==> src/rtl/dram_line_fetcher.sv <==
// dram_line_fetcher: forwards line-address requests to the memory port while
// limiting how many lines are in flight, then assembles the in-order narrow
// memory beats into full lines returned on the dramrd handshake.
// Optional performance counters are enabled by defining DRAM_LINE_FETCHER_PERF_EN.
module dram_line_fetcher #(
    parameter int GBW     = 32,
    parameter int DBW     = 16,
    parameter int CSIZE   = 32,
    parameter int BEAT_W  = 8,
    parameter int MAX_OUT = 4
) (
    input  logic                  i_clk,
    input  logic                  i_rst,
    input  logic                  dramra_rdy,
    output logic                  dramra_ack,
    input  logic [GBW-1:0]        i_dramra,
    output logic                  memreq_rdy,
    input  logic                  memreq_ack,
    output logic [GBW-1:0]        o_memreq_addr,
    input  logic                  memresp_rdy,
    output logic                  memresp_ack,
    input  logic [DBW*BEAT_W-1:0] i_memresp,
    output logic                  dramrd_rdy,
    input  logic                  dramrd_ack,
    output logic [DBW*CSIZE-1:0]  o_dramrd,
    output logic                  o_busy
`ifdef DRAM_LINE_FETCHER_PERF_EN
    ,
    output logic [31:0]           o_perf_stall,
    output logic [31:0]           o_perf_lines
`endif
);

    localparam int BEATS     = CSIZE / BEAT_W;
    localparam int CW        = $clog2(MAX_OUT + 1);
    localparam int BCW       = (BEATS > 1) ? $clog2(BEATS) : 1;
    localparam int BEAT_BITS = DBW * BEAT_W;

    localparam logic [CW-1:0]  MAX_CNT   = CW'(MAX_OUT);
    localparam logic [BCW-1:0] LAST_BEAT = BCW'(BEATS - 1);

    logic                 req_valid_q, req_valid_d;
    logic [GBW-1:0]       req_addr_q, req_addr_d;
    logic [CW-1:0]        out_cnt_q, out_cnt_d;
    logic [BCW-1:0]       beat_cnt_q, beat_cnt_d;
    logic                 line_valid_q, line_valid_d;
    logic [DBW*CSIZE-1:0] line_q, line_d;

    logic req_accept;
    logic line_done;
    logic beat_take;
    logic last_beat;

    // Handshake acks come straight from local state; a held line blocks further beats.
    always_comb begin
        dramra_ack  = (out_cnt_q < MAX_CNT) && (!req_valid_q || memreq_ack);
        memresp_ack = !line_valid_q || dramrd_ack;
    end

    assign req_accept = dramra_rdy && dramra_ack;
    assign line_done  = line_valid_q && dramrd_ack;
    assign beat_take  = memresp_rdy && memresp_ack;
    assign last_beat  = (beat_cnt_q == LAST_BEAT);

    // One-entry request register: a new request may replace the one being taken by memory.
    always_comb begin
        req_valid_d = req_valid_q;
        req_addr_d  = req_addr_q;
        if (req_accept) begin
            req_valid_d = 1'b1;
            req_addr_d  = i_dramra;
        end else if (memreq_ack) begin
            req_valid_d = 1'b0;
        end
    end

    // Lines in flight: incremented on request accept, decremented when a line is consumed.
    always_comb begin
        out_cnt_d = out_cnt_q;
        if (req_accept && !line_done) begin
            out_cnt_d = out_cnt_q + CW'(1);
        end else if (!req_accept && line_done) begin
            out_cnt_d = out_cnt_q - CW'(1);
        end
    end

    // Beat assembly: each beat fills its slot of the line; the last beat publishes the line.
    always_comb begin
        beat_cnt_d   = beat_cnt_q;
        line_valid_d = line_valid_q;
        line_d       = line_q;
        if (line_done) begin
            line_valid_d = 1'b0;
        end
        if (beat_take) begin
            for (int k = 0; k < BEATS; k++) begin
                if (beat_cnt_q == BCW'(k)) begin
                    line_d[k*BEAT_BITS +: BEAT_BITS] = i_memresp;
                end
            end
            if (last_beat) begin
                beat_cnt_d   = '0;
                line_valid_d = 1'b1;
            end else begin
                beat_cnt_d = beat_cnt_q + BCW'(1);
            end
        end
    end

    // State registers with synchronous reset; reset discards any partial transfer.
    always_ff @(posedge i_clk) begin
        if (i_rst) begin
            req_valid_q  <= 1'b0;
            req_addr_q   <= '0;
            out_cnt_q    <= '0;
            beat_cnt_q   <= '0;
            line_valid_q <= 1'b0;
            line_q       <= '0;
        end else begin
            req_valid_q  <= req_valid_d;
            req_addr_q   <= req_addr_d;
            out_cnt_q    <= out_cnt_d;
            beat_cnt_q   <= beat_cnt_d;
            line_valid_q <= line_valid_d;
            line_q       <= line_d;
        end
    end

    assign memreq_rdy    = req_valid_q;
    assign o_memreq_addr = req_addr_q;
    assign dramrd_rdy    = line_valid_q;
    assign o_dramrd      = line_q;
    assign o_busy        = (out_cnt_q != '0) || req_valid_q;

`ifdef DRAM_LINE_FETCHER_PERF_EN
    logic [31:0] perf_stall_q, perf_stall_d;
    logic [31:0] perf_lines_q, perf_lines_d;

    // Saturating counters for memory-side stall cycles and returned lines.
    always_comb begin
        perf_stall_d = perf_stall_q;
        perf_lines_d = perf_lines_q;
        if (memresp_rdy && !memresp_ack && (perf_stall_q != '1)) begin
            perf_stall_d = perf_stall_q + 32'd1;
        end
        if (line_done && (perf_lines_q != '1)) begin
            perf_lines_d = perf_lines_q + 32'd1;
        end
    end

    // Performance counter registers, cleared with the rest of the block.
    always_ff @(posedge i_clk) begin
        if (i_rst) begin
            perf_stall_q <= '0;
            perf_lines_q <= '0;
        end else begin
            perf_stall_q <= perf_stall_d;
            perf_lines_q <= perf_lines_d;
        end
    end

    assign o_perf_stall = perf_stall_q;
    assign o_perf_lines = perf_lines_q;
`endif

    // A beat with no line in flight means memory broke request/response pairing.
    beat_without_request: assert property (@(posedge i_clk) disable iff (i_rst)
        (memresp_rdy && memresp_ack) |-> (out_cnt_q != '0));

endmodule

==> config.mk <==
export PLATFORM = sky130hd
export DESIGN_NAME = dram_line_fetcher
export DESIGN_NICKNAME = d
export VERILOG_FILES = /design/src/rtl/dram_line_fetcher.sv
export SDC_FILE = /design/constraint.sdc
export NUM_CORES = 1
export LEC_CHECK = 0
export ABC_AREA = 1
export CORE_AREA = 2 2 278 280
export CTS_CLUSTER_SIZE = 14
export DETAILED_ROUTE_END_ITERATION = 10
export DIE_AREA = 0 0 280 282
export GPL_TIMING_DRIVEN = 0
export SLEW_MARGIN = 20
export SYNTH_ARGS = -nofsm -noshare
export SYNTH_HDL_FRONTEND = slang
export SYNTH_SLANG_ARGS = --single-unit
==> constraint.sdc <==
create_clock -name i_clk -period 5.9 [get_ports i_clk]
set_input_delay 0.885 -clock i_clk [delete_from_list [all_inputs] [get_ports i_clk]]
set_output_delay 0.885 -clock i_clk [all_outputs]
set_load 0.005 [all_outputs]
==> results of run 1 <==
## worst max-delay path, stage by stage
cell             delay, ns
clkdlybuf4s50_1       0.45
inv_1                 0.04
a21oi_1               0.28
clkdlybuf4s50_1       0.57
## power groups by stage
stage	clock (mW)	sequential [mW]	combinational, mW
2_1_floorplan	0	4.20	0.639
6_report	4.15	4.12	1.63
3_5_place_dp	0	4.19	1.64
3_3_place_gp	0	4.19	1.64
5_1_grt	4.39	4.14	1.81
4_1_cts	4.24	4.12	1.65
## metrics by stage
stage	setup WS, ns	util	instance area, um^2	hold slack (ns)
2_1_floorplan	3.44	-	22400	0.500
3_3_place_gp	2.38	0.406	30700	0.496
5_1_grt	2.69	0.435	32900	0.524
6_report	2.78	0.435	33000	0.508
3_5_place_dp	2.72	0.406	30700	0.498
4_1_cts	2.71	0.435	32900	0.509
## cells by family (layout without fill, tap and decap cells)
logic type / count (synthesis) / after routing / share of synthesized area
simple gates: 2207 / 2207 / 0.371
other cells: 0 / 9 / 0
flops: 551 / 551 / 0.493
xor+xnor: 1 / 1 / 0.000392
compound gates: 4 / 4 / 0.000895
buf+inv: 737 / 1565 / 0.131
fa+ha+maj: 6 / 6 / 0.00369
## flip-flops by register name, summed over array words and instances (netlist names)
register and count:
o_dramrd 512, dramrd_rdy 1, o_memreq_addr 32, memreq_rdy 1, beat_cnt_q 2, out_cnt_q 3
## worst paths after layout
| kind | startpoint | to | cells past startpoint |
|---|---|---|---|
| worst max-delay path | memreq_ack | dramra_ack | 4 |
| worst min-delay path | o_dramrd[85] | o_dramrd[85] | 4 |
| worst min register to register | o_dramrd[85] | o_dramrd[85] | 4 |
| worst max register to register | out_cnt_q[2] | out_cnt_q[1] | 10 |
## cell usage after synthesis, drive strengths merged
library cell  instances  area (um^2)
a21oi                 1         5.00
buf                 131          643
clkbuf               48          180
dfxtp               551        11000
fa                    1         20.0
ha                    5         62.6
inv                 558         2090
nand2              1101         4140
nand3                 6         30.0
nand4                 1         6.26
nor2               1099         4130
o21ai                 3         15.0
xor2                  1         8.76
## area by class of cell
class	instances	area, um^2
inverter	558	2090
timing repair buffer	714	7150
clock buffer	98	2020
sequential	551	11000
clock inverter	16	186
buffer	179	828
fill	7842	42700
tap	978	1220
antenna	9	22.5
multi-input combinational	2218	8410
## metal layers
metal	routed length, um	part of all wire
met1	37600	0.40
met4	2400	0.026
met2	45500	0.49
met5	0	0
met3	7710	0.083
## cell usage in the layout, fill, tap and decap left out
master,n
a21oi_1,1
diode_2,9
ha_1,5
nor2_1,1099
clkbuf_2,4
inv_2,1
nand2_1,1100
fa_1,1
buf_2,121
clkbuf_8,18
clkbuf_16,69
inv_1,557
dfxtp_1,551
inv_6,2
nand3_1,6
buf_1,10
xor2_1,1
clkinv_2,7
nand2_2,1
nand4_1,1
clkdlybuf4s50_1,714
clkinv_8,4
bufinv_16,2
clkinv_4,1
clkbuf_1,55
o21ai_0,3
==> results_dict.tcl, run 1 <==
set metrics [dict create \
    worst_pin_slew_ns 0.941 \
    p_sw_frac 0.273 \
    pwr-share-clk 0.419 \
    crit_fanout 2 \
    finClkSkew_ns 0.0285 \
    ys_seq_area_frac 0.493 \
    fin_nets 4462 \
    worstSkewPairLatency_ns 0.60 \
    ios 715 \
    rows 101 \
    ant_nets 0 \
    htree_num_levels 3 \
    die_w_um 280 \
    die_h_um 282 \
    ys_warn_count 0 \
    design_power_total_mw 9.90 \
    post_cts_buffers 0 \
    ir_drop_mv 0.202 \
    cp.arrival_ns 2.23 \
    dp.final_hpwl_um 69600 \
    start_util 0.295 \
    seqPwrFrac 0.416 \
    wl_um 93200 \
    syn2layout_area_growth_pct 47.4 \
    port_buffers 714 \
    grt_pass1_vias 20680 \
    gr-usage-met1 0.266 \
    synth-seq-cells 551 \
    maxSlewViolCount 0 \
    firstDrtPassIters 5 \
    antenna_found_initial 8 \
    switchingPower_mw 2.70 \
    end_kind "primary output" \
    wl_per_cell_um 17.5 \
    syn_inst 3506 \
    hold_path_class "reg2reg" \
    maxSlewHeadroom 0.373 \
    post-route-period-util 0.529 \
    overflow 0 \
    cts_made_buffers 68 \
    syn_avg_cell_area_um2 6.38 \
    cts_buffer_depth 3 \
    gp_congestion 0.861 \
    critPathLaunchType "input port" \
    max_freq_mhz 321 \
    fin_tns_setup_ns 0 \
    synth_fp_nets 3678 \
    critPathRequiredTime_ns 5.02 \
    dieArea_um2 79000 \
    synth_cell_types 16 \
    hold_buffers 0 \
    hold_viol_final 0 \
    power_frac_comb 0.165 \
    p_int_mw 7.20 \
    max_cap_violations 0 \
    drc 0 \
    critPathKind "in2out" \
    drt_iter0_markers 1079 \
    rrSetupSlack_ns 3.65 \
    cts.sinks 551 \
    cts_resized 0 \
    leakage_nw 16.6 \
    dpl.cell_count 5198 \
    grt_pass1_wl_um 135000 \
    p_per_area_nw_per_um2 300 \
    rsz0062_at_grt "false" \
    instances_no_fill 5321 \
    grt_use_met3 0.0670 \
    cts_tree "done" \
    grt_max_degree 13 \
    period_minus_slack_ns 3.12 \
    via_count 22185 \
    use_met2 0.400 \
    syn-cell-area_um2 22400 \
    setup_viol 0 \
    design.core.area_um2 75700 \
    drive_gt1_frac 0.0531 \
    clkTransAtPathRegs_ns 0.06 \
    vias_per_cell 4.17 \
    status "finished, final reports clean" \
    track_usage 0.228 \
    top_usage_layer "met2" \
    clockRootBuffer "clkbuf_16" \
]
No activity file was read; power rests on OpenSTA's default activity.
==> run 2: changes to the inputs <==
--- a/config.mk
+++ b/config.mk
@@ -6,10 +6,10 @@
 export NUM_CORES = 1
 export LEC_CHECK = 0
 export ABC_AREA = 1
-export CORE_AREA = 2 2 278 280
+export CORE_AREA = 2 2 279 281
 export CTS_CLUSTER_SIZE = 14
 export DETAILED_ROUTE_END_ITERATION = 10
-export DIE_AREA = 0 0 280 282
+export DIE_AREA = 0 0 281 283
 export GPL_TIMING_DRIVEN = 0
 export SLEW_MARGIN = 20
 export SYNTH_ARGS = -nofsm -noshare
==> constraint.sdc (replaced) <==
create_clock -name i_clk -period 2.7 [get_ports i_clk]
set_input_delay 0.405 -clock i_clk [delete_from_list [all_inputs] [get_ports i_clk]]
set_output_delay 0.405 -clock i_clk [all_outputs]
set_load 0.005 [all_outputs]
==> run 2 against run 1 <==
Die area rose by 0.71%. Power is 120% higher. Routed wire length decreased by 0.28%. Via count rose by 0.48%. Sequential power is 120% higher. Worst hold slack lost 0.13 ns. Clock skew up 0.0050 ns. Global-route usage down 0.092 points.
==> results_dict.tcl, run 2 (synthesis results as in run 1) <==
set metrics [dict create \
    status "finished, final reports clean" \
    maxSlewHeadroom 0.346 \
    fin_nets 4461 \
    dieArea_um2 79500 \
    critPathRequiredTime_ns 3.19 \
    largest_register_ffs 512 \
    grt_max_degree 12 \
    crit_fanout 10 \
    cts_buffer_depth 3 \
    clockRootBuffer "clkbuf_16" \
    hold_viol_final 0 \
    rrSetupSlack_ns 0.43 \
    min_path_cells 3 \
    final_cell_mix "nand2_1, nor2_1, clkdlybuf4s50_1, inv_1, dfxtp_1" \
    post-place-ws_ns -0.0637 \
    via_count 22292 \
    post-route-period-util 0.841 \
    port_buffers 714 \
    maxSlewViolCount 0 \
    finClkSkew_ns 0.0335 \
    fin_util 0.430 \
    period_minus_slack_ns 2.27 \
    fillers 7997 \
    cts_tree "done" \
    rows 102 \
    ios 715 \
    gr-usage-met1 0.266 \
    leakage_nw 16.5 \
    instances_no_fill 5381 \
    hold-path-endpoint "o_memreq_addr[29]" \
    ir_drop_mv 0.465 \
    worstSkewPairLatency_ns 0.61 \
    htree_num_levels 3 \
    r2r_cells 10 \
    top_usage_layer "met2" \
    drt_iter0_markers 1281 \
    firstDrtPassIters 5 \
    hp-start "i_dramra[29]" \
    dp.final_hpwl_um 69100 \
    post_cts_buffers 0 \
    critPathKind "reg2reg" \
    die_h_um 283 \
    max_freq_mhz 440 \
    vias_per_cell 4.14 \
    track_usage 0.227 \
    syn2layout_area_growth_pct 47.4 \
    rsz0062_at_grt "false" \
    hold_path_class "in2reg" \
    worst_pin_slew_ns 0.980 \
    die_w_um 281 \
    grt_pass1_vias 20645 \
    gp_congestion 0.872 \
    drive_gt1_frac 0.0503 \
    wl_um 93000 \
    grt_use_met3 0.0740 \
    final_common_cell "nand2_1" \
    design_power_total_mw 21.4 \
    dpl.cell_count 5261 \
    cts_made_buffers 66 \
    hold_buffers 0 \
    setup_viol 0 \
    clkTransAtPathRegs_ns 0.06 \
    hold_slack_ns 0.380 \
    cts.sinks 551 \
    end_kind "flop" \
    start_util 0.291 \
    cts_resized 0 \
    grt_pass1_wl_um 135000 \
    design.core.area_um2 76700 \
    p_per_area_nw_per_um2 649 \
    critPathLaunchType "flop" \
    antenna_found_initial 7 \
    cp.arrival_ns 2.76 \
    worst_slack_ns 0.430 \
    wl_per_cell_um 17.3 \
    overflow 0 \
    max_cap_violations 0 \
    ant_nets 0 \
    r2r_start "out_cnt_q[2]" \
    use_met2 0.386 \
    drc 0 \
    timing.rr.end "out_cnt_q[1]" \
]
run 2: layout make-up:
class                      count  area [um^2]  area share
tap                         1040         1300      0.0395
antenna                        8         20.0    0.000607
buffer                       179          828      0.0251
inverter                     558         2090      0.0636
sequential                   551        11000       0.335
clock buffer                 100         1910      0.0580
clock inverter                12          186     0.00566
timing repair buffer         715         7170       0.218
multi-input combinational   2218         8410       0.255
run 2: per-layer routing:
metal  wire [um]  part of all wire
met2       44000              0.47
met5           0                 0
met1       37600              0.40
met3        8460             0.091
met4        2980             0.032
run 2: where the power goes:
part | switching (mW) | internal (mW)
Sequential | 0.304 | 8.69
Clock | 3.65 | 5.18
Combinational | 1.91 | 1.66
Total | 5.87 | 15.5
run 2: worst max-delay path by stage:
stage	start	to	slack, ns	depth (start not counted)
after floorplan	memreq_ack	out_cnt_q[1]	0.72	11
after global placement	i_rst	o_dramrd[8]	-0.37	6
after detailed placement	memreq_ack	out_cnt_q[1]	-0.06	12
after CTS	out_cnt_q[2]	out_cnt_q[1]	0.43	10
after global routing	out_cnt_q[2]	out_cnt_q[1]	0.23	10
final	out_cnt_q[2]	out_cnt_q[1]	0.43	10
run 2: through the flow:
stage                     cell area (um^2)  setup TNS (ns)
final                                33000               0
after global routing                 32900               0
after CTS                            32900               0
after detailed placement             30800         -0.0637
after global placement               30800          -54.84
after floorplan                      22400               0
run 2: worst max-delay path, stage by stage, from the launching register on:
cell	delay, ns
dfxtp_1	0.39
inv_1	0.07
nand3_1	0.13
buf_2	0.29
buf_2	0.31
inv_1	0.07
ha_1	0.21
inv_1	0.09
fa_1	0.40
o21ai_0	0.15
nor2_1	0.05
